`src/rtl/stats_update_ctrl.sv`:
```
// End-of-round statistics updater. It sees the rising edge of round_done and
// captures the finished round. One shared serial restoring divider then
// forms the running means for WPM and accuracy. Best values, averages and the
// round count all change together in COMMIT, so the display never sees a
// partial update.
module stats_update_ctrl #(
  parameter int W     = 10,
  parameter int CNT_W = 5
) (
  input  logic             clk,
  input  logic             rst,
  input  logic             round_done,
  input  logic             clear_stats,
  input  logic [W-1:0]     wpm,
  input  logic [W-1:0]     acc,
  output logic [W-1:0]     wpm_best,
  output logic [W-1:0]     wpm_avg,
  output logic [W-1:0]     acc_best,
  output logic [W-1:0]     acc_avg,
  output logic [CNT_W-1:0] rounds,
  output logic             busy,
  output logic             upd_valid,
  output logic             overrun
);

  localparam int NW    = 15;        // numerator width: 1023*31+1023 fits
  localparam int DW    = CNT_W + 1; // divisor n+1 spans 1..2**CNT_W
  localparam int ITERS = NW;

  typedef enum logic [2:0] {IDLE, CAPTURE, DIV_WPM, DIV_ACC, COMMIT} state_t;

  state_t           state_q, state_d;
  logic             rd_q, start_q;
  logic [3:0]       cnt_q;
  logic [NW-1:0]    quo_q, na_q;
  logic [DW-1:0]    rem_q, d_q;
  logic [W-1:0]     wpm_lat_q, acc_lat_q, qw_q;
  logic [W-1:0]     wpm_best_q, wpm_avg_q, acc_best_q, acc_avg_q;
  logic [CNT_W-1:0] rounds_q;
  logic             upd_q, ovr_q;

  logic             start, last_iter;
  logic [NW-1:0]    nw, na;
  logic [DW:0]      trial;
  logic [DW-1:0]    diff, rem_nx;
  logic             ge;
  logic [NW-1:0]    quo_nx;

  assign busy      = (state_q != IDLE);
  assign start     = round_done & ~rd_q;
  assign last_iter = (cnt_q == 4'(ITERS - 1));

  // Numerators rebuild the running sum from the current mean: avg*n + sample.
  assign nw = NW'(wpm_avg_q) * NW'(rounds_q) + NW'(wpm);
  assign na = NW'(acc_avg_q) * NW'(rounds_q) + NW'(acc);

  // One restoring-division step: shift in the next numerator bit, subtract if it fits.
  always_comb begin
    trial  = {rem_q, quo_q[NW-1]};
    ge     = (trial >= {1'b0, d_q});
    diff   = DW'(trial - {1'b0, d_q});
    rem_nx = ge ? diff : trial[DW-1:0];
    quo_nx = {quo_q[NW-2:0], ge};
  end

  // Edge history, registered start and sticky overrun. A start that arrives while busy is dropped.
  always_ff @(posedge clk or negedge rst) begin
    if (!rst) begin
      rd_q    <= 1'b0;
      start_q <= 1'b0;
      ovr_q   <= 1'b0;
    end else begin
      rd_q <= round_done;
      if (clear_stats) begin
        start_q <= 1'b0;
        ovr_q   <= 1'b0;
      end else begin
        start_q <= start & ~busy;
        ovr_q   <= ovr_q | (start & busy);
      end
    end
  end

  // State register.
  always_ff @(posedge clk or negedge rst) begin
    if (!rst) state_q <= IDLE;
    else      state_q <= state_d;
  end

  // Next-state logic. Clear aborts from any state.
  always_comb begin
    state_d = state_q;
    case (state_q)
      IDLE:    if (start_q) state_d = CAPTURE;
      CAPTURE: state_d = DIV_WPM;
      DIV_WPM: if (last_iter) state_d = DIV_ACC;
      DIV_ACC: if (last_iter) state_d = COMMIT;
      COMMIT:  state_d = IDLE;
      default: state_d = IDLE;
    endcase
    if (clear_stats) state_d = IDLE;
  end

  // Datapath: capture, the two serial divisions, then the single commit of all stats.
  always_ff @(posedge clk or negedge rst) begin
    if (!rst) begin
      cnt_q      <= '0;
      quo_q      <= '0;
      na_q       <= '0;
      rem_q      <= '0;
      d_q        <= '0;
      wpm_lat_q  <= '0;
      acc_lat_q  <= '0;
      qw_q       <= '0;
      wpm_best_q <= '0;
      wpm_avg_q  <= '0;
      acc_best_q <= '0;
      acc_avg_q  <= '0;
      rounds_q   <= '0;
      upd_q      <= 1'b0;
    end else if (clear_stats) begin
      cnt_q      <= '0;
      quo_q      <= '0;
      na_q       <= '0;
      rem_q      <= '0;
      d_q        <= '0;
      qw_q       <= '0;
      wpm_best_q <= '0;
      wpm_avg_q  <= '0;
      acc_best_q <= '0;
      acc_avg_q  <= '0;
      rounds_q   <= '0;
      upd_q      <= 1'b0;
    end else begin
      upd_q <= 1'b0;
      case (state_q)
        CAPTURE: begin
          wpm_lat_q <= wpm;
          acc_lat_q <= acc;
          quo_q     <= nw;
          na_q      <= na;
          rem_q     <= '0;
          d_q       <= DW'(rounds_q) + DW'(1);
          cnt_q     <= '0;
        end
        DIV_WPM: begin
          if (last_iter) begin
            // Quotient is at most 1023 here, so the low W bits hold it exactly.
            qw_q  <= quo_nx[W-1:0];
            quo_q <= na_q;
            rem_q <= '0;
            cnt_q <= '0;
          end else begin
            quo_q <= quo_nx;
            rem_q <= rem_nx;
            cnt_q <= cnt_q + 4'd1;
          end
        end
        DIV_ACC: begin
          quo_q <= quo_nx;
          rem_q <= rem_nx;
          cnt_q <= last_iter ? 4'd0 : cnt_q + 4'd1;
        end
        COMMIT: begin
          wpm_avg_q <= qw_q;
          acc_avg_q <= quo_q[W-1:0];
          if (wpm_lat_q > wpm_best_q) wpm_best_q <= wpm_lat_q;
          if (acc_lat_q > acc_best_q) acc_best_q <= acc_lat_q;
          if (rounds_q != '1) rounds_q <= rounds_q + CNT_W'(1);
          upd_q <= 1'b1;
        end
        default: ;
      endcase
    end
  end

  assign wpm_best  = wpm_best_q;
  assign wpm_avg   = wpm_avg_q;
  assign acc_best  = acc_best_q;
  assign acc_avg   = acc_avg_q;
  assign rounds    = rounds_q;
  assign upd_valid = upd_q;
  assign overrun   = ovr_q;

endmodule

```
`config.mk`:
```
export PLATFORM = sky130hd
export DESIGN_NAME = stats_update_ctrl
export DESIGN_NICKNAME = d
export VERILOG_FILES = /design/src/rtl/stats_update_ctrl.sv
export SDC_FILE = /design/constraint.sdc
export NUM_CORES = 1
export LEC_CHECK = 0
export CAP_MARGIN = 25
export CORE_AREA = 4 4 134 136
export CTS_CLUSTER_SIZE = 16
export DETAILED_ROUTE_END_ITERATION = 7
export DIE_AREA = 0 0 138 140
export MAX_ROUTING_LAYER = met4
export PLACE_DENSITY_LB_ADDON = 0.12
export SETUP_SLACK_MARGIN = 0.15
export SLEW_MARGIN = 20
export SYNTH_ARGS = -nofsm -noshare
export SYNTH_HDL_FRONTEND = slang
export SYNTH_SLANG_ARGS = --single-unit
```
`constraint.sdc`:
```
create_clock -name clk -period 4.7 [get_ports clk]
set_input_delay 0.94 -clock clk [delete_from_list [all_inputs] [get_ports clk]]
set_output_delay 0.94 -clock clk [all_outputs]
set_load 0.02 [all_outputs]
```
### After elaboration in Yosys (flattened, before gate mapping)

Cells that the tools add are included.

* word-level logic and storage cells: 102
* register bits: 128

* add/subtract/negate cells: 6
* multiplexer cells: 39
* bitwise logic cells: 7
* $lt $le $gt $ge: 3
* reduce and logical (&&, ||, !) cells: 18
* equal/unequal tests: 9
* multipliers: 2

Operator list (number)
* 2-to-1 mux 10 bit: 13
* 2-to-1 mux 15 bit: 4
* case mux 15 bit (3 select lines): 1
* adder 15 x 10 -> 15 bit: 2
* multiplier 10 x 5 -> 15 bit: 2
* 2-to-1 mux 6 bit: 5
* greater-than comparator 10 bit: 2
* case mux 6 bit (3 select lines): 1
* 2-to-1 mux 5 bit: 3
* nonzero test 2 bit: 7
* 2-to-1 mux 3 bit: 4
* case mux 3 bit (4 select lines): 1
* AND reduction 2 bit: 5
* != test 3 bit, second input constant: 3
* 2-to-1 mux 4 bit: 2
* case mux 4 bit (2 select lines): 1
* >= comparator 7 x 6 -> 1 bit: 1
* adder 5 x 1 -> 6 bit, second input constant: 1
* == test 3 x 2 -> 1 bit, second input constant: 2
* nonzero test 3 bit: 2
* subtractor 6 bit: 1
* adder 5 x 1 -> 5 bit, second input constant: 1
* != test 5 bit, second input constant: 1
* adder 4 x 1 -> 4 bit, second input constant: 1
* other kinds (11): 18

### Logic depth before layout (Yosys ltp)

* depth after elaboration: 5
* depth in mapped cells: 16

### Worst setup path after synthesis

No wires, ideal clock.

* path kind: input-to-reg
* start: input port wpm[5]
* end: register quo_q[12]
* setup slack: 590 ps
* required time: 4599 ps
* data arrival time: 4009 ps
* setup time: 101 ps
* stages on the path: 14
* path buffers: 0
* cell sequence: inv_1 fa_1 inv_1 fa_1 inv_1 fa_1 inv_1 ha_1 o21ai_0 a21oi_1 o2111ai_1 nand3_1 mux2_2 nor4_1

* word-level cells in the longest chain between the ends: 3

Ends and longest elaborated chain
* start: declaration: RTL line 14 `input logic [W-1:0] wpm,`
* adder 15 x 10 -> 15 bit: RTL line 54 `assign nw = NW'(wpm_avg_q) * NW'(rounds_q) + NW'(wpm);`
* case mux 15 bit (3 select lines): RTL line 136 `case (state_q)`
* 2-to-1 mux 15 bit: RTL line 121 `end else if (clear_stats) begin`
* end signal: assignment: RTL line 140 `quo_q <= nw;`
* end signal: assignment: RTL line 150 `quo_q <= na_q;`
* end signal: assignment: RTL line 154 `quo_q <= quo_nx;`
* end: declaration: RTL line 35 `logic [NW-1:0] quo_q, na_q;`

No other way between the ends.
A chain may end at the register's enable or synchronous reset.

### Final worst setup path

* start: input port acc[4]
* end: register na_q[13]

* word-level cells in the longest chain between the ends: 3

Ends and longest elaborated chain
* start: declaration: RTL line 15 `input logic [W-1:0] acc,`
* adder 15 x 10 -> 15 bit: RTL line 55 `assign na = NW'(acc_avg_q) * NW'(rounds_q) + NW'(acc);`
* 2-to-1 mux 15 bit: RTL line 136
* 2-to-1 mux 15 bit: RTL line 121
* end signal: assignment: RTL line 141 `na_q <= na;`
* end: declaration: RTL line 35

No other way between the ends. The select of a mux whose other input is x is not followed.

==> metrics.md <==
| Metric | Value |
|---|---|
| Clock skew | 0.0120 ns |
| CP Class | input pin to flip-flop |
| # DRC | 0 |
| Crit share post-route | 0.934 |
| EDFF count, synth | 0 |
| Worst hold start | cnt_q[3] |
| Via count | 7885 |
| Clock Sinks | 128 |
| Initial Util | 0.582 |
| Fin area | 11600 um2 |
| Vias in the first global route | 8040 |
| CTS tree | yes |
| Leading area contributor after synthesis | dfrtp_1 |
| Worst Reg-to-Reg Cells | 15 |
| Distinct cells, synth | 60 |
| CTS HTree Levels | 4 |
| Required time of the critical path | 5.00 ns |
| RSZ-0062 raised after global routing | yes |
| Sequential fraction of the synthesis area | 0.325 |
| Die Wd | 138 um |
| Final Net Count | 1334 |
| VDD IR-drop max | 266 uV |
| Drt wl/cell | 16.8 um |
| Slew margin rel. | 0.430 |
| Crit path launch type | input pin |
| Input/output buffers | 71 |
| Flop2flop setup slack | 0.47 ns |
| Most common cell after layout, fill and taps aside | nand2_1 |
| Reg clk slew, reported paths | 0.06 ns |
| Crit-path max FO | 3 |
| Hold Slack | 0.500 ns |
| Hold depth | 1 |
| Gr usage total | 0.263 |
| Max-cap violations | 0 |
| Number of iterations in the first detailed-routing pass | 5 |
| First-pass GRT wire length | 40500 um |
| Routability congestion estimate | 0.863 |
| Pin count of the biggest net entering global routing | 68 |
| Endpoints failing hold | 0 |
| Post-route ant nets | 0 |
| Initial DRC count | 463 |
| Yosys reg bits | 128 |
| Syn Nets | 1250 |
| Async SR Flop Fraction | 1.00 |
| Mapped Cells | 1081 |
| Worst R2R End | na_q[14] |
| Final setup vio count | 0 |
| Post-DP HPWL | 17000 um |
| CP endpoint kind | flip-flop |
| Root Driver | clkbuf_16 |
| Sum Neg Setup Slack | 0 ns |
| Vias per cell | 5.62 |
| Tightest Pin Transition | 0.846 ns |
| Run status | finished clean |
| Initial antenna violation count | 0 |
| Yosys warning total | 0 |
| Classification of the worst-slack hold path | flip-flop to flip-flop |
| GR Overflow Total | 0 |
| Area after DPL | 11000 um2 |
| RR Startpoint | rounds[4] |
| Final Max Tran Viols | 0 |
| Pwr dens | 264 nW/um2 |
| Synthesized area per cell | 9.11 um2 |
| Setup Buffers After CTS | 0 |
| Die Span Y | 140 um |
| P_leak | 5.36 nW |
| Syn Std Cell Area | 9850 um2 |
| Tmin final | 4.39 ns |
| Cts bufs inserted | 17 |
| Synth top area cells | dfrtp_1, fa_1, ha_1 |
| Beginning of the critical path | acc[4] |
| I/O pin count | 72 |
| Layout area overhead | 17.4% |
| Die area | 19300 um2 |
| Commonest non-fill, non-tap cells in the layout | nand2_1, inv_1, dfrtp_1, and2_1, ha_1 |
| Layout cells sized above 1 | 0.0934 |
| Fmax | 228 MHz |
| Clk buf depth | 2 |
| Core region area | 16900 um2 |
| Synth top area share | 0.325 |
| Final WL | 23500 um |
| Row count | 48 |
| Hold Crit Endpoint | cnt_q[3] |
| Critical Path AT | 4.69 ns |
| # diodes | 0 |
| Synth Flop Type | dfrtp_1 |
| Latest clock arrival within the worst-skew pair | 0.42 ns |
[critical path, stage by stage]
cell             delay [ns]
clkdlybuf4s50_1        0.45
fa_1                   0.55
inv_1                  0.05
fa_1                   0.48
fa_1                   0.55
inv_1                  0.04
ha_1                   0.29
o21ai_0                0.23
o21bai_1               0.12
o22ai_1                0.24
o21ai_0                0.20
and3_1                 0.24
a311o_1                0.30
[what timing repair did]
item,4_1_cts,5_1_grt
endpoints found under the hold margin,0,0
endpoints found under the setup margin,0,13
hold buffers,0,0
gates resized for setup,0,11
[where the power goes]
group	switching (mW)	internal, mW	total (mW)
registers	0.0771	1.19	1.27
logic	0.246	0.220	0.466
clock network	0.506	0.810	1.32
total	0.829	2.22	3.05
[registers in the layout, summed over array words and instances (netlist names)]
| name | cells |
|---|---|
| na_q | 15 |
| quo_q | 15 |
| acc_avg | 10 |
| acc_best | 10 |
| acc_lat_q | 10 |
| qw_q | 10 |
| wpm_avg | 10 |
| wpm_best | 10 |
| wpm_lat_q | 10 |
| d_q | 6 |
| rem_q | 6 |
| rounds | 5 |
| cnt_q | 4 |
| state_q | 3 |
| overrun | 1 |
| rd_q | 1 |
| start_q | 1 |
| upd_valid | 1 |
[layer usage]
metal	track usage	share of wire
met1	0.352	0.45
met3	0.0348	0.039
met5	-	0
met4	0.0744	0.021
met2	0.427	0.49
[logic make-up after synthesis]
| family | after synthesis | synth area share |
|---|---|---|
| DFF | 128 | 0.325 |
| adders and majority gates | 145 | 0.237 |
| xor gates and xnor gates | 18 | 0.0160 |
| muxes | 49 | 0.0523 |
| and+or+nand+nor | 369 | 0.177 |
| AOI/OAI and AO/OA | 193 | 0.121 |
| buffers and inverters | 179 | 0.0715 |
[layout make-up]
type                            instances  area, um2
Tap cell                              225        282
Timing Repair Buffer                  112       1020
Inverter                              132        495
Multi-Input combinational cell        774       5970
Sequential cell                       128       3210
Clock buffer                           20        457
Clock inverter                         12        133
Fill cell                            1417       5370
[cell usage after synthesis (3+ instances only)]
master / n
nand2b_1: 11
xor2_1: 9
ha_1: 76
a221o_1: 3
dfrtp_1: 128
a21o_1: 9
and3_1: 7
buf_2: 5
nor3_1: 6
clkbuf_1: 36
a32o_1: 3
a21oi_1: 71
mux2i_1: 29
nor2_1: 74
mux2_2: 20
and2_1: 78
o21ai_0: 45
xnor2_1: 9
a211oi_1: 11
a22o_1: 4
nand2_1: 154
nor4b_1: 3
inv_1: 132
nor4_1: 3
and4_1: 3
buf_6: 3
a2111oi_0: 3
o21a_1: 6
nand3_1: 13
o31ai_1: 5
a31oi_1: 11
nor2b_1: 6
fa_1: 69
[per-stage QoR]
stage,util,power [mW],worst slack [ns],cells
after floorplan,-,1.59,0.590,1081
after global placement,0.646,1.73,-0.134,1370
after detailed placement,0.647,1.75,-0.139,1371
after CTS,0.682,3.07,0.239,1403
after global routing,0.683,3.21,0.0816,1403
final,0.683,3.05,0.310,1403
[worst max-delay path by stage]
stage,slack [ns],endpoint,cells past startpoint
final,0.31,na_q[13],13
after detailed placement,-0.14,quo_q[14],16
after global placement,-0.13,quo_q[14],16
after global routing,0.08,na_q[14],15
after CTS,0.24,na_q[13],12
after floorplan,0.59,quo_q[12],14
Power figures use the tool's default switching activity.
